**src/rtl/dds_ftw_writer.sv**
```systemverilog
// Serial FTW writer for AD9958/AD9959: streams CSR-select + CFTW0 writes for each
// selected channel inside one chip-select frame, then strobes IO_UPDATE once.
module dds_ftw_writer #(
    parameter int CHANNELS   = 2,
    parameter int CLK_DIV    = 2,
    parameter int UPD_CYCLES = 4
) (
    input  logic                   Sync_clk,
    input  logic                   resetq,
    input  logic [32*CHANNELS-1:0] ftw,
    input  logic [CHANNELS-1:0]    chan_mask,
    input  logic                   valid,
    output logic                   ready,
    output logic                   done,
    output logic                   dds_csb,
    output logic                   dds_sclk,
    output logic                   dds_sdio,
    output logic                   dds_io_update
);
    localparam int CH_W  = (CHANNELS > 1) ? $clog2(CHANNELS) : 1;
    localparam int DIV_W = (CLK_DIV > 1) ? $clog2(CLK_DIV) : 1;
    localparam int UPD_W = (UPD_CYCLES > 1) ? $clog2(UPD_CYCLES) : 1;
    localparam logic [DIV_W-1:0] DIV_LAST = DIV_W'(CLK_DIV - 1);
    localparam logic [UPD_W-1:0] UPD_LAST = UPD_W'(UPD_CYCLES - 1);

    typedef enum logic [1:0] {IDLE, SHIFT, HOLD, UPDATE} state_t;

    state_t                  state_reg, state_next;
    logic [32*CHANNELS-1:0]  ftw_reg, ftw_next;
    logic [CHANNELS-1:0]     rem_reg, rem_next;
    logic [CH_W-1:0]         cur_reg, cur_next;
    logic [5:0]              pos_reg, pos_next;
    logic [7:0]              bit_cnt_reg, bit_cnt_next;
    logic [7:0]              last_bit_reg, last_bit_next;
    logic [DIV_W-1:0]        div_reg, div_next;
    logic [UPD_W-1:0]        upd_reg, upd_next;
    logic                    ready_reg, ready_next;
    logic                    done_reg, done_next;
    logic                    csb_reg, csb_next;
    logic                    sclk_reg, sclk_next;
    logic                    sdio_reg, sdio_next;
    logic                    io_reg, io_next;
    logic [CH_W-1:0]         sel_ch;
    logic [55:0]             word;

    function automatic logic [CH_W-1:0] lowest_set(input logic [CHANNELS-1:0] m);
        lowest_set = '0;
        for (int i = CHANNELS - 1; i >= 0; i--)
            if (m[i]) lowest_set = CH_W'(i);
    endfunction

    function automatic logic [7:0] count_set(input logic [CHANNELS-1:0] m);
        count_set = '0;
        for (int i = 0; i < CHANNELS; i++)
            if (m[i]) count_set = count_set + 8'd1;
    endfunction

    // Per-channel 56-bit sequence: CSR write selecting this channel, then CFTW0 write.
    function automatic logic [55:0] chan_word(input logic [CH_W-1:0] ch,
                                              input logic [32*CHANNELS-1:0] f);
        chan_word = {8'h00, 8'h10 << ch, 8'h04, f[32*ch +: 32]};
    endfunction

    always_comb begin
        state_next    = state_reg;
        ftw_next      = ftw_reg;
        rem_next      = rem_reg;
        cur_next      = cur_reg;
        pos_next      = pos_reg;
        bit_cnt_next  = bit_cnt_reg;
        last_bit_next = last_bit_reg;
        div_next      = div_reg;
        upd_next      = upd_reg;
        ready_next    = ready_reg;
        done_next     = 1'b0;
        csb_next      = csb_reg;
        sclk_next     = sclk_reg;
        sdio_next     = sdio_reg;
        io_next       = io_reg;
        sel_ch        = lowest_set(rem_reg);
        word          = chan_word(cur_reg, ftw_reg);

        case (state_reg)
            IDLE: begin
                if (valid) begin
                    if (chan_mask == '0) begin
                        done_next = 1'b1;
                    end else begin
                        sel_ch        = lowest_set(chan_mask);
                        word          = chan_word(sel_ch, ftw);
                        ftw_next      = ftw;
                        cur_next      = sel_ch;
                        rem_next      = chan_mask & ~(CHANNELS'(1) << sel_ch);
                        pos_next      = '0;
                        bit_cnt_next  = '0;
                        last_bit_next = 8'd56 * count_set(chan_mask) - 8'd1;
                        div_next      = '0;
                        ready_next    = 1'b0;
                        csb_next      = 1'b0;
                        sclk_next     = 1'b0;
                        sdio_next     = word[55];
                        state_next    = SHIFT;
                    end
                end
            end
            SHIFT: begin
                if (div_reg == DIV_LAST) begin
                    div_next = '0;
                    if (!sclk_reg) begin
                        sclk_next = 1'b1;
                    end else if (bit_cnt_reg == last_bit_reg) begin
                        csb_next   = 1'b1;
                        sclk_next  = 1'b0;
                        sdio_next  = 1'b0;
                        state_next = HOLD;
                    end else begin
                        // Bit boundary: SCLK falls and the next bit goes out together.
                        bit_cnt_next = bit_cnt_reg + 8'd1;
                        sclk_next    = 1'b0;
                        if (pos_reg == 6'd55) begin
                            word      = chan_word(sel_ch, ftw_reg);
                            cur_next  = sel_ch;
                            rem_next  = rem_reg & ~(CHANNELS'(1) << sel_ch);
                            pos_next  = '0;
                            sdio_next = word[55];
                        end else begin
                            pos_next  = pos_reg + 6'd1;
                            sdio_next = word[6'd54 - pos_reg];
                        end
                    end
                end else begin
                    div_next = div_reg + DIV_W'(1);
                end
            end
            HOLD: begin
                io_next    = 1'b1;
                upd_next   = '0;
                state_next = UPDATE;
            end
            UPDATE: begin
                if (upd_reg == UPD_LAST) begin
                    io_next    = 1'b0;
                    ready_next = 1'b1;
                    done_next  = 1'b1;
                    state_next = IDLE;
                end else begin
                    upd_next = upd_reg + UPD_W'(1);
                end
            end
            default: state_next = IDLE;
        endcase
    end

    always_ff @(posedge Sync_clk or negedge resetq) begin
        if (!resetq) begin
            state_reg    <= IDLE;
            ftw_reg      <= '0;
            rem_reg      <= '0;
            cur_reg      <= '0;
            pos_reg      <= '0;
            bit_cnt_reg  <= '0;
            last_bit_reg <= '0;
            div_reg      <= '0;
            upd_reg      <= '0;
            ready_reg    <= 1'b1;
            done_reg     <= 1'b0;
            csb_reg      <= 1'b1;
            sclk_reg     <= 1'b0;
            sdio_reg     <= 1'b0;
            io_reg       <= 1'b0;
        end else begin
            state_reg    <= state_next;
            ftw_reg      <= ftw_next;
            rem_reg      <= rem_next;
            cur_reg      <= cur_next;
            pos_reg      <= pos_next;
            bit_cnt_reg  <= bit_cnt_next;
            last_bit_reg <= last_bit_next;
            div_reg      <= div_next;
            upd_reg      <= upd_next;
            ready_reg    <= ready_next;
            done_reg     <= done_next;
            csb_reg      <= csb_next;
            sclk_reg     <= sclk_next;
            sdio_reg     <= sdio_next;
            io_reg       <= io_next;
        end
    end

    assign ready         = ready_reg;
    assign done          = done_reg;
    assign dds_csb       = csb_reg;
    assign dds_sclk      = sclk_reg;
    assign dds_sdio      = sdio_reg;
    assign dds_io_update = io_reg;
endmodule

```
**config.mk**
```make
export PLATFORM = sky130hd
export DESIGN_NAME = dds_ftw_writer
export DESIGN_NICKNAME = d
export VERILOG_FILES = /design/src/rtl/dds_ftw_writer.sv
export SDC_FILE = /design/constraint.sdc
export NUM_CORES = 1
export LEC_CHECK = 0
export CORE_ASPECT_RATIO = 0.9
export CORE_MARGIN = 2
export CORE_UTILIZATION = 49
export DETAILED_ROUTE_END_ITERATION = 7
export GPL_TIMING_DRIVEN = 0
export PLACE_DENSITY = 0.76
export REMOVE_ABC_BUFFERS = 1
export SLEW_MARGIN = 10
export SYNTH_ARGS = -nofsm -noshare
export SYNTH_HDL_FRONTEND = slang
export SYNTH_SLANG_ARGS = --single-unit
```
**constraint.sdc**
```tcl
create_clock -name Sync_clk -period 2.2 [get_ports Sync_clk]
set_clock_uncertainty 0.15 [all_clocks]
set_input_delay 0.33 -clock Sync_clk [delete_from_list [all_inputs] [get_ports Sync_clk]]
set_output_delay 0.33 -clock Sync_clk [all_outputs]
set_load 0.01 [all_outputs]
```
==> run metrics <==
status finished clean; number of I/O pins 75; synth warn 0; Slew Limit Fails 0; drt pass-1 iters 4; GRT Residual Overflow 0; Post-DRT Antenna Nets 0; RePlAce Congestion 0.772; EDFF count, synth 0; MaxCap Viol Count 0; CP max stage delay 0.44 ns; LEAKAGE 2.77 nW; total power 0.00858 W; DP Wirelength 6770 um; Switch Pwr 0.00288 W; critical hold path startpoint chan_mask[0]; area leader, netlist dfrtp_1; fraction of layout cells with a size suffix above 1 32.2%; Routed wire per std cell 16.9 um; largest family of logic cells by synthesized area multiplexers; Power Density 1320 nW/um^2; Min-Delay Endpoint rem_reg[0]; fmax 470 MHz; multiplexer area fraction after synthesis 24.0%; Synth Area in Compound Gates 8.48%; CTS root buf clkbuf_16; Post-Synth Adder-Cell Area 3.27%; Layout fillers 777; Hold Fails Final Rpt 0; H-tree lvl count 3; Clock Latency Late Sink 0.34 ns; Final Non-Filler Cells 617; DRC Markers 0; Min-Delay Path Class in2reg; r2r endpoint rem_reg[1]; placed cell count 571; global routing usage on met1 26.8%; GRT Util Overall 20.1%; FF-to-FF Start state_reg[0]; CP Buf/Inv Count 2; Vias/cell 5.55; Worst EP arrival 2.21 ns; Port Buffers 74; Seq pwr share 36.1%; sequential-to-total area share from yosys stat 48.9%; CP startpoint kind flop; Ant. Diodes 0; routed wire length 10400 um; worst setup path class reg2reg; Final #Nets 568; Seq cells post-synth 97; Post-Layout Inst Area 6490 sq um; Net Sw Frac 33.5%; CTS max path bufs 2; Global Route met2 Usage 31.9%; CP required 2.28 ns; Comb power frac 45.4%; Max VDD drop 0.000699 V; placed cell area 5820 sq um; die width 110 um; top-area cell type share of the netlist area 47.8%; Initial Util 50.8%; Simple-Gate Fraction of Synth Area 8.28%; Die Height 99.6 um; Worst R2R Path Depth 8; Iteration-0 DRC Markers 187; r2r setup slk 0.07 ns; Slowest-stage cell, CP dfrtp_1; Syn-to-layout area delta 30.6%; Rows 34; Hold Crit Depth 3; synthesized area 4970 sq um; max FFs per register 64; main flop type after synthesis dfrtp_1; final setup fails 0; clock sink count 97; CTS clk-pin slew, worst paths 0.07 ns; Die Footprint 11000 sq um; Clk network pwr share 18.5%; most used routing layer met2; CTS tree yes; core area 9780 sq um; largest cells by area after synthesis dfrtp_1, mux2_2, mux4_2; worst-path cell chain inv_2 > ha_4 > buf_12 > a211oi_4 > o31a_4 > nand2_2 > a21o_1 > a32o_1; Gate Count Post-Synth 389; fraction of registers with async set/reset 100%; minimum clock period 2.13 ns; post-synthesis cell type count 65; vias in the first global route 3410; Mapped Avg Cell Area 12.8 sq um; period utilization 96.8%; total number of vias 3425; first-pass GRT wire length 17000 um; Int Power 0.00570 W; Num CTS Buffers 9; CP delay by family, top compound AO/OA/AOI/OAI gates; Worst Path Max Fanout 6; XOR/XNOR Fraction of Synth Area 3.20%; worst slew pin tran 0.551 ns; Worst setup EP type flop; antenna violations before repair 0; met3 Use GR 7.08%; final core utilization 66.3%; Slew headroom 63.2%; largest net degree at the start of global routing 57
cells in the mapped netlist (all sizes together) (6+ instances only):
cell type	n
o21ai	16
nor2	20
mux4	15
xor2	7
mux2	66
nand2	24
nand3	7
ha	13
a21oi	12
nor3	6
mux2i	9
xnor2	9
dfrtp	95
inv	11
buf	18
power groups by stage:
stage | Combinational [W] | Clock [W] | Sequential [W]
global route | 0.00424 | 0.00173 | 0.00321
finish | 0.00390 | 0.00159 | 0.00310
floorplan | 0.00234 | 0 | 0.00303
detailed placement | 0.00305 | 0 | 0.00323
global placement | 0.00297 | 0 | 0.00318
CTS | 0.00349 | 0.00164 | 0.00314
metrics by stage:
step / TNS [ns] / hold WS [ns] / worst slack, ns
6_report: 0 / 0.311 / 0.0706
3_5_place_dp: -49.53 / 0.205 / -0.919
4_1_cts: -0.0274 / 0.305 / -0.0274
2_1_floorplan: -102.63 / -0.116 / -1.51
5_1_grt: -0.00397 / 0.336 / -0.00397
3_3_place_gp: -495.27 / 0.325 / -3.11
cell families (layout without fill, tap and decap cells):
kind of cell | count (synthesis) | after routing
simple gates | 80 | 80
fa+ha+maj | 13 | 13
flops | 97 | 97
xor+xnor | 16 | 16
compound gates | 58 | 58
mux | 90 | 90
buf+inv | 35 | 137
final cells by class:
cell class | count | area [sq um] | area share [%]
tap | 126 | 158 | 2.43
clock inverter | 6 | 75.1 | 1.16
sequential | 97 | 2440 | 37.6
multi-input combinational | 257 | 2440 | 37.6
timing repair buffer | 109 | 1100 | 17.0
clock buffer | 10 | 229 | 3.53
inverter | 12 | 46.3 | 0.713
worst max path at each step:
stage,start,endpoint,depth (start not counted)
3_5_place_dp,pos_reg[0],dds_sdio,8
5_1_grt,state_reg[1],pos_reg[5],8
3_3_place_gp,chan_mask[0],bit_cnt_reg[2],6
6_report,state_reg[0],rem_reg[1],8
4_1_cts,cur_reg,dds_sdio,6
2_1_floorplan,state_reg[0],bit_cnt_reg[2],5
metal layers:
metal,part of all wire (%),vias to the layer above
met2,49,93
met4,0.72,0
met5,0,-
li1,-,1615
met1,44,1706
met3,6.6,11
layout by cell type, fill, tap and decap left out, drive strengths merged, types with 3 or more instances in the layout:
cell type	count
dfrtp	95
clkdlybuf4s50	71
mux2	66
buf	35
nand2	24
nor2	20
o21ai	16
mux4	15
inv	14
ha	13
a21oi	12
clkbuf	10
mux2i	9
xnor2	9
xor2	7
nand3	7
nor3	6
nand4	5
nand2b	5
o22ai	5
and3	3
or3	3
what timing repair did:
item,in CTS,in global routing
hold buffers,1,0
pin swaps,3,3
resized for setup,20,11
setup buffers,10,19
endpoints found under the hold margin,41,0
endpoints found under the setup margin,90,17
worst reg2reg max path, delay by kind of cell, from the launching register on:
kind | cells | cell delay (ns)
compound gates | 4 | 0.96
flops | 1 | 0.44
buf+inv | 2 | 0.22
fa+ha+maj | 1 | 0.18
simple gates | 1 | 0.07
Note: power is estimated with default switching activity, not from simulation.
